File: src/rtl/conv3x3_stream_if.sv
// Stream bundle for conv3x3_stream: pixel FIFO read side plus result valid/ready output.
// master = the convolution block, slave = the FIFO/consumer environment.
interface conv3x3_stream_if;
  logic [7:0] fifo_q;
  logic       fifo_empty;
  logic       fifo_rdreq;
  logic [7:0] out_data;
  logic       out_valid;
  logic       out_ready;

  modport master (
    input  fifo_q,
    input  fifo_empty,
    input  out_ready,
    output fifo_rdreq,
    output out_data,
    output out_valid
  );

  modport slave (
    output fifo_q,
    output fifo_empty,
    output out_ready,
    input  fifo_rdreq,
    input  out_data,
    input  out_valid
  );
endinterface

File: src/rtl/conv3x3_stream.sv
// 3x3 "valid"-mode convolution over a raster-order 8-bit pixel stream popped from a FIFO.
// Two line buffers hold the previous two rows; one saturated 8-bit result is produced per
// interior pixel through a valid/ready output register.
module conv3x3_stream #(
  parameter int unsigned IMG_W = 64,
  parameter int unsigned IMG_H = 64,
  parameter int unsigned SHIFT = 0
) (
  input  logic             clock,
  input  logic             sclr,
  input  logic             start,
  input  logic [71:0]      coef,
  conv3x3_stream_if.master strm,
  output logic             busy,
  output logic             done
);

  localparam int unsigned NumPix   = IMG_W * IMG_H;
  localparam int unsigned XWidth   = $clog2(IMG_W);
  localparam int unsigned YWidth   = $clog2(IMG_H);
  localparam int unsigned CntWidth = $clog2(NumPix + 1);

  typedef enum logic [1:0] {StIdle, StRun, StFlush} state_e;

  state_e                r_state;
  logic [XWidth-1:0]     r_x;
  logic [YWidth-1:0]     r_y;
  logic [CntWidth-1:0]   r_issued;
  logic                  r_rd_pending;
  logic [71:0]           r_coef;
  logic [7:0]            r_win [3][3];
  logic [7:0]            r_lb0 [IMG_W];
  logic [7:0]            r_lb1 [IMG_W];
  logic [7:0]            r_out_data;
  logic                  r_out_valid;

  logic                  w_rdreq;
  logic                  w_accept;
  logic                  w_capture;
  logic                  w_interior;
  logic                  w_last_col;
  logic [7:0]            w_col [3];
  logic [7:0]            w_win [3][3];
  logic signed [16:0]    w_prod [9];
  logic signed [20:0]    w_sum;
  logic signed [20:0]    w_shifted;
  logic [7:0]            w_result;

  // Pixel (zero-extended) times signed tap, both widened to the 17-bit product width.
  function automatic logic signed [16:0] mul_tap(input logic [7:0] pix, input logic [7:0] tap);
    logic signed [16:0] a;
    logic signed [16:0] b;
    a = signed'({9'd0, pix});
    b = signed'({{9{tap[7]}}, tap});
    return a * b;
  endfunction

  // Only one read in flight, and never one that could land on an unaccepted result.
  assign w_rdreq    = (r_state == StRun) && !strm.fifo_empty &&
                      (r_issued < CntWidth'(NumPix)) && !r_rd_pending &&
                      (!r_out_valid || strm.out_ready);
  assign w_accept   = r_out_valid && strm.out_ready;
  assign w_capture  = r_rd_pending;
  assign w_interior = (r_x >= XWidth'(2)) && (r_y >= YWidth'(2));
  assign w_last_col = (r_x == XWidth'(IMG_W - 1));

  // Next window: shift left, new right column = {lb1[x], lb0[x], fifo_q} (oldest row first).
  always_comb begin
    w_col[0] = r_lb1[r_x];
    w_col[1] = r_lb0[r_x];
    w_col[2] = strm.fifo_q;
    for (int r = 0; r < 3; r++) begin
      w_win[r][0] = r_win[r][1];
      w_win[r][1] = r_win[r][2];
      w_win[r][2] = w_col[r];
    end
  end

  // Nine-tap MAC on the next window, arithmetic shift, then clamp to 0..255.
  always_comb begin
    w_sum = '0;
    for (int k = 0; k < 9; k++) begin
      w_prod[k] = mul_tap(w_win[k/3][k%3], r_coef[8*k +: 8]);
      w_sum     = w_sum + {{4{w_prod[k][16]}}, w_prod[k]};
    end
    w_shifted = w_sum >>> SHIFT;
    if (w_shifted[20]) begin
      w_result = 8'd0;
    end else if (w_shifted > 21'sd255) begin
      w_result = 8'd255;
    end else begin
      w_result = w_shifted[7:0];
    end
  end

  // Control FSM, position counters and the output register.
  always_ff @(posedge clock) begin
    if (sclr) begin
      r_state      <= StIdle;
      r_x          <= '0;
      r_y          <= '0;
      r_issued     <= '0;
      r_rd_pending <= 1'b0;
      r_out_valid  <= 1'b0;
      r_out_data   <= '0;
    end else begin
      case (r_state)
        StIdle: begin
          if (start) begin
            r_state      <= StRun;
            r_x          <= '0;
            r_y          <= '0;
            r_issued     <= '0;
            r_rd_pending <= 1'b0;
          end
        end
        StRun: begin
          r_rd_pending <= w_rdreq;
          if (w_rdreq) begin
            r_issued <= r_issued + CntWidth'(1);
          end
          if (w_capture) begin
            if (w_last_col) begin
              r_x <= '0;
              r_y <= r_y + YWidth'(1);
            end else begin
              r_x <= r_x + XWidth'(1);
            end
            // issued already counts this pixel, so equality means the frame is fully read
            if (r_issued == CntWidth'(NumPix)) begin
              r_state <= StFlush;
            end
          end
        end
        StFlush: begin
          if (!r_out_valid || strm.out_ready) begin
            r_state <= StIdle;
          end
        end
        default: r_state <= StIdle;
      endcase

      // Read gating guarantees the register is empty or draining whenever a result loads.
      if (w_capture && w_interior) begin
        r_out_valid <= 1'b1;
        r_out_data  <= w_result;
      end else if (w_accept) begin
        r_out_valid <= 1'b0;
      end
    end
  end

  // Datapath storage without reset: kernel snapshot, window and line buffers.
  always_ff @(posedge clock) begin
    if (!sclr && (r_state == StIdle) && start) begin
      r_coef <= coef;
    end
    if (w_capture) begin
      r_win       <= w_win;
      r_lb1[r_x]  <= r_lb0[r_x];
      r_lb0[r_x]  <= strm.fifo_q;
    end
  end

  assign strm.fifo_rdreq = w_rdreq;
  assign strm.out_data   = r_out_data;
  assign strm.out_valid  = r_out_valid;
  assign busy            = (r_state != StIdle);
  assign done            = (r_state == StFlush) && (!r_out_valid || strm.out_ready);

endmodule

File: src/flat_wrapper.sv
// flat-port wrapper written by rule: the top's interface ports become plain ports
module conv3x3_stream_flat 
#(
  parameter int unsigned IMG_W = 64,
  parameter int unsigned IMG_H = 64,
  parameter int unsigned SHIFT = 0
)
  (clock, sclr, start, coef, busy, done, strm_fifo_q, strm_fifo_empty, strm_out_ready, strm_fifo_rdreq, strm_out_data, strm_out_valid);
  conv3x3_stream_if strm_i ();
  input  logic clock;
  input  logic sclr;
  input  logic start;
  input  logic [71:0] coef;
  output logic busy;
  output logic done;
  input wire logic [$bits(strm_i.fifo_q)-1:0] strm_fifo_q;
  input wire logic [$bits(strm_i.fifo_empty)-1:0] strm_fifo_empty;
  input wire logic [$bits(strm_i.out_ready)-1:0] strm_out_ready;
  output wire logic [$bits(strm_i.fifo_rdreq)-1:0] strm_fifo_rdreq;
  output wire logic [$bits(strm_i.out_data)-1:0] strm_out_data;
  output wire logic [$bits(strm_i.out_valid)-1:0] strm_out_valid;
  assign strm_i.fifo_q = strm_fifo_q;
  assign strm_i.fifo_empty = strm_fifo_empty;
  assign strm_i.out_ready = strm_out_ready;
  assign strm_fifo_rdreq = strm_i.fifo_rdreq;
  assign strm_out_data = strm_i.out_data;
  assign strm_out_valid = strm_i.out_valid;
  conv3x3_stream #(.IMG_W(IMG_W), .IMG_H(IMG_H), .SHIFT(SHIFT)) u_core (.clock(clock), .sclr(sclr), .start(start), .coef(coef), .strm(strm_i), .busy(busy), .done(done));
endmodule
File: config.mk
export PLATFORM = sky130hd
export DESIGN_NAME = conv3x3_stream_flat
export DESIGN_NICKNAME = d
export VERILOG_FILES = /design/src/rtl/conv3x3_stream_if.sv /design/src/rtl/conv3x3_stream.sv /design/src/flat_wrapper.sv
export SDC_FILE = /design/constraint.sdc
export NUM_CORES = 2
export LEC_CHECK = 0
export ABC_AREA = 1
export BUFFER_PORTS_ARGS = -buffer_cell sky130_fd_sc_hd__buf_2
export CORE_MARGIN = 4
export CORE_UTILIZATION = 45
export CTS_CLUSTER_DIAMETER = 200
export CTS_CLUSTER_SIZE = 16
export DETAILED_ROUTE_END_ITERATION = 10
export HOLD_SLACK_MARGIN = 0.03
export PLACE_DENSITY = 0.65
export SLEW_MARGIN = 20
export SYNTH_ARGS = -nofsm -noshare
export SYNTH_HDL_FRONTEND = slang
export SYNTH_SLANG_ARGS = --single-unit
File: constraint.sdc
create_clock -name clock -period 23.6 [get_ports clock]
set_input_delay 4.72 -clock clock [delete_from_list [all_inputs] [get_ports clock]]
set_output_delay 4.72 -clock clock [all_outputs]
set_load 0.03 [all_outputs]
Yosys cells after proc, flatten, opt, wreduce, memory -nomap -nowiden
Memories as Yosys holds them, arrays and structs flattened. A register that Yosys moved wholly into a read port is not among the register bits.
Index checks and enable logic that the tools add are counted.
Word-level totals
  register bits: 157
  RAM bits: 1024
  input port bits: 85
  output and inout port bits: 12
  memories kept: 2
Memories
  u_core.r_lb0: words 64, width 8, rd ports 1, clocked after Yosys merged registers in 1, write ports 1, line conv3x3_stream.sv:32  | logic [7:0] r_lb0 [IMG_W];
  u_core.r_lb1: words 64, width 8, rd ports 1, clocked after Yosys merged registers in 1, write ports 1, line conv3x3_stream.sv:33  | logic [7:0] r_lb1 [IMG_W];
Cells by class
  add/subtract/negate cells: 11
  multiply operators: 9
  order comparisons: 4
  eq/ne operators: 10
  muxes and demuxes: 27
  reduce and logical (&&, ||, !) cells: 24
Operators by type and width (number)
  $mul A9 B8 Y17: 9
  $add A21 B21 Y21: 7
  $mux W6: 9
  $mux W13: 2
  $pmux W13 S2: 1
  $pmux W6 S2: 2
  $gt A21 B9 Y1 const B: 1
  $add A17 B17 Y18: 1
  $mux W8: 2
  $add A13 B1 Y13 const B: 1
  $eq A13 B13 Y1 const B: 1
  $lt A13 B13 Y1 const B: 1
  $add A6 B1 Y6 const B: 2
  $ge A6 B2 Y1 const B: 2
  $logic_and A1 B1 Y1: 10
  $mux W2: 4
  $reduce_and A4 Y1: 2
  $eq A6 B6 Y1 const B: 1
  $ne A2 B1 Y1 const B: 3
  $ne A2 B2 Y1 const B: 3
  $pmux W2 S3: 1
  $reduce_and A3 Y1: 2
  $reduce_bool A2 Y1: 3
  $mux W1: 5
  7 further kinds: 10

Logic depth before layout (Yosys ltp)
  depth after elaboration: 12
  mapped depth: 53

Worst setup path before layout
OpenSTA, ideal clock, no wires.
  path kind: input -> register
  start point: input port strm_fifo_q[0]
  end point: register u_core.r_out_data[7], in the netlist u_core.strm.out_data[7]
  library setup time: 0.133 ns
  arrival time: 12.184 ns
  required time: 23.467 ns
  setup slack: 11.284 ns
  cell stages on the path: 39
  path buffers: 1
  cell sequence: clkbuf_1 -> or2_2 -> fa_1 -> fa_1 -> inv_1 -> fa_1 -> fa_1 -> ha_1 -> nand2_1 -> o21ai_0 -> a21oi_1 -> o21ai_0 -> a21oi_1 -> o21bai_1 -> xor2_1 -> inv_1 -> fa_1 -> inv_1 -> [3 not listed] -> inv_1 -> fa_1 -> inv_1 -> ha_1 -> nand2_1 -> inv_1 -> nand2_1 -> nand2_1 -> a21oi_1 -> nand2_1 -> nand2_1 -> nand2_1 -> nor2_1 -> nand2_1 -> nor2_1 -> nand3_1 -> nand2_1 -> a21oi_1
On the way
  longest elaborated chain between the ends: 5
RTL lines
  start: declaration: line flat_wrapper.sv:16  | input wire logic [$bits(strm_i.fifo_q)-1:0] strm_fifo_q;
  $mul A9 B8 Y17 (*): line conv3x3_stream.sv:55  | return a * b;
  $add A21 B21 Y21 (*): line conv3x3_stream.sv:84  | w_sum = w_sum + {{4{w_prod[k][16]}}, w_prod[k]};
  $gt A21 B9 Y1: line conv3x3_stream.sv:89  | end else if (w_shifted > 21'sd255) begin
  $mux W8: line conv3x3_stream.sv:89
  $mux W8 (*): line conv3x3_stream.sv:87  | if (w_shifted[20]) begin
  end signal: assignment: line conv3x3_stream.sv:146  | r_out_data <= w_result;
  end: declaration: line conv3x3_stream.sv:34  | logic [7:0] r_out_data;
Every way passes the cells marked *; elsewhere a longest branch is shown, timed or not.
A chain may end at the register's enable or synchronous reset.

Worst setup path in the final report
  start point: input port strm_fifo_q[2]
  end point: register u_core.r_out_data[6], in the netlist u_core.strm.out_data[6]
The elaborated chain is that of the path after synthesis.

==> impl_results.md <==
- Die area: 161000 um^2
- Synth unique cells: around 50
- Design Area, Final: about 74000 um^2
- Hold WC Path Type: reg -> reg
- CTS buffer count: 84
- Layout Utilization: 0.487
- Clock Tree Root: clkbuf_16
- Post-CTS Resized: 0
- Final Skew: just over 0.07 ns
- Total grt overflow: 0
- Startpoint types: input pin
- Crit-path max FO: 73
- Core Rows: between 100 and 150
- DRC Markers: 0
- P&R area growth vs syn: 6.96%
- Slowest stage delay, CP: between 0.6 and 0.7 ns
- Post-Syn Area: 69500 um^2
- Flop2flop setup slack: about 11 ns
- Area of the multi-input gates: between 20000 and 30000 um^2
- Hold endpoint: u_core.r_issued[11]$_SDFFE_PP0P_
- Core box area: between 150000 and 200000 um^2
- Ratio of cells with drive above 1 in the final layout: 0.0599
- Routed WL: around 180000 um
- Chip Width: approximately 400 um
- Post-synth EDFFs: approximately 1.1k
- Setup crit end kind: flip-flop
- Most frequent cells in the layout: edfxtp_1 (1144), inv_1 (1003), nor2_1 (865), o21ai_0 (672), nand2_1 (665)
- Critical path arrival: between 10 and 15 ns
- Register area: ~35000 um^2
- Minimum clock period: roughly 13 ns
- Worst path top cell family by delay: adder cells
- Hold path depth: 1
- Die H: about 400 um
- Avg Inst Size Synth: 10.7 um^2
- Asr flop ratio synth: 0
- Post-DP HPWL: 121000 um
- Hold Slack: between 0.4 and 0.5 ns
- Routed Antenna Nets: 0
- Syn Inst Count: between 6k and 7k
- Syn. warnings: 0
- Number of fill cells: about 14k
- Final Slew Violations: 0
- Outcome: finished clean
- CP Buf/Inv Count: 8
- Slowest-stage cell, CP: buf_4
- Detailed Routing Iterations Pass 1: 6
- Max Fclk: 77.8 MHz
- Final setup vio count: 0
- MaxCap Viol Count: 0
- Clk_lat worst skew: between 0.7 and 0.8 ns
- CTS tree: yes
- DRT iter0 DRCs: 4413
- Final Hold Vio Count: 0
- H-tree level count: 3
- Clock sinks: ~1.2k
- Bufs on Longest Clock Path: 3
- Primary FF master, synth: edfxtp_1
- Post-Synthesis Net Count: roughly 7.4k
- Nets: around 7.4k
- RSZ-0062 raised after global routing: no
- Vias per cell: approximately 5.5
- R2R depth: between 40 and 50
- Hold Path Origin: u_core.r_issued[11]$_SDFFE_PP0P_
- Starting Density: 0.455
- Initial antenna violation count: 7
- Worst EP required: 24.18 ns
- Total GRT Usage: 0.225
- Routed len/inst: 21.7 um
- Ports: between 90 and 100
- IO buf count: 96
- CTS clock-pin slew for the worst setup and hold paths: roughly 0.08 ns
- Sequential area share after synthesis: 0.507
- Post-DP Area: between 70000 and 80000 um^2
- Pin count of the biggest net entering global routing: 220
- Flip-flop and latch count after synthesis: about 1.2k
- FF-to-FF End: u_core.strm.out_data[6]$_SDFFE_PP0P_
- Vias: between 40k and 50k
- Commonest non-fill, non-tap cell in the layout: edfxtp_1
- Fin Setup TNS: 0 ns
- WS Path Type: in -> reg
- Hold-fix buffers, CTS: 0
- First-pass GRT wire length: ~280000 um
- Measured slew at the worst slew-check pin: 1.04 ns
- Slew HR: 0.298
- RePlAce Congestion: about 0.90
- Final period util: 0.545
- Post CTS Setup Buffer Count: 0
- Vias in the first global route: between 40k and 50k
registers in the layout (all words and copies together), names as in the netlist, named ones only:
register,cells
u_core.r_lb0,512
u_core.r_lb1,512
u_core.r_coef,72
u_core.r_y,6
u_core.r_x,6
u_core.r_win,48
u_core.strm.out_valid,1
u_core.r_state,2
u_core.r_issued,13
u_core.strm.out_data,8
u_core.r_rd_pending,1
cells in the mapped netlist, drive strengths merged (3+ instances only):
master,n,area [um^2]
edfxtp,1144,34400
inv,1024,3850
nor2,866,3250
o21ai,689,3450
nand2,678,2570
fa,467,9350
ha,399,4990
o22ai,257,1610
clkbuf,251,942
a21oi,153,766
nand3,80,400
buf,79,576
xor2,79,692
or2,46,288
o211ai,45,338
dfxtp,43,861
nor3,31,155
o221ai,28,245
xnor2,28,245
o21bai,24,180
nand4,11,68.8
a211oi,6,45.0
o31ai,5,37.5
nor4,4,25.0
a31oi,3,18.8
clkinv,3,11.3
nand3b,3,22.5
worst max path at each step:
stage,start,endpoint,slack [ns],depth (start not counted)
2_1_floorplan,strm_fifo_q[0],u_core.strm.out_data[7]$_SDFFE_PP0P_,11.28,39
6_report,strm_fifo_q[2],u_core.strm.out_data[6]$_SDFFE_PP0P_,10.75,38
3_5_place_dp,strm_fifo_q[2],u_core.strm.out_data[6]$_SDFFE_PP0P_,10.10,38
4_1_cts,flip-flop,u_core.strm.out_data[6]$_SDFFE_PP0P_,10.85,49
3_3_place_gp,strm_fifo_q[2],u_core.strm.out_data[4]$_SDFFE_PP0P_,10.16,38
5_1_grt,flip-flop,u_core.strm.out_data[6]$_SDFFE_PP0P_,9.94,49
worst register-to-register path, delay by kind of cell, from the launching register on:
family          cells  cell delay, ns
buf+inv            12            3.43
simple gates       16            1.79
compound gates     10            1.90
xor+xnor            1            0.15
flops               1            0.68
fa+ha+maj          10            4.75
per-stage QoR:
stage / std cells / setup slack (ns)
4_1_cts: 8486 / 10.85
3_5_place_dp: 8375 / 10.10
5_1_grt: 8486 / 9.94
2_1_floorplan: 6463 / 11.28
6_report: 8489 / 10.75
3_3_place_gp: 8375 / 10.16
logic make-up (layout without fill, tap and decap cells):
group,after synthesis,in the layout,share of synthesized area
other,0,3,0
flip-flops,1187,1187,0.507
AND/OR/NAND/NOR,1725,1725,0.0982
XOR/XNOR,107,107,0.0135
adder cells (fa/ha/maj),866,866,0.206
AO/OA/AOI/OAI,1221,1221,0.0975
buffers and inverters,1357,1350,0.0774
per-layer routing:
layer | share of wire | wire length, um | track usage
met1 | 0.42 | 77800 | 0.311
met4 | 0.034 | 6340 | 0.0742
met3 | 0.071 | 13100 | 0.0333
met5 | 0.000071 | 13 | 0
met2 | 0.47 | 86700 | 0.367
final cells by class:
class,count,area share
diodes,3,0.000101
multi-input cells,3919,0.389
flip-flops and latches,1187,0.474
clock buffers,102,0.0292
well taps,2030,0.0342
inverters,1027,0.0522
repair buffers,212,0.0184
clock inverters,9,0.00285
Power is left out: the tool's default activity adds up to more than one toggle a clock period on the data nets, which glitch-free logic cannot reach.
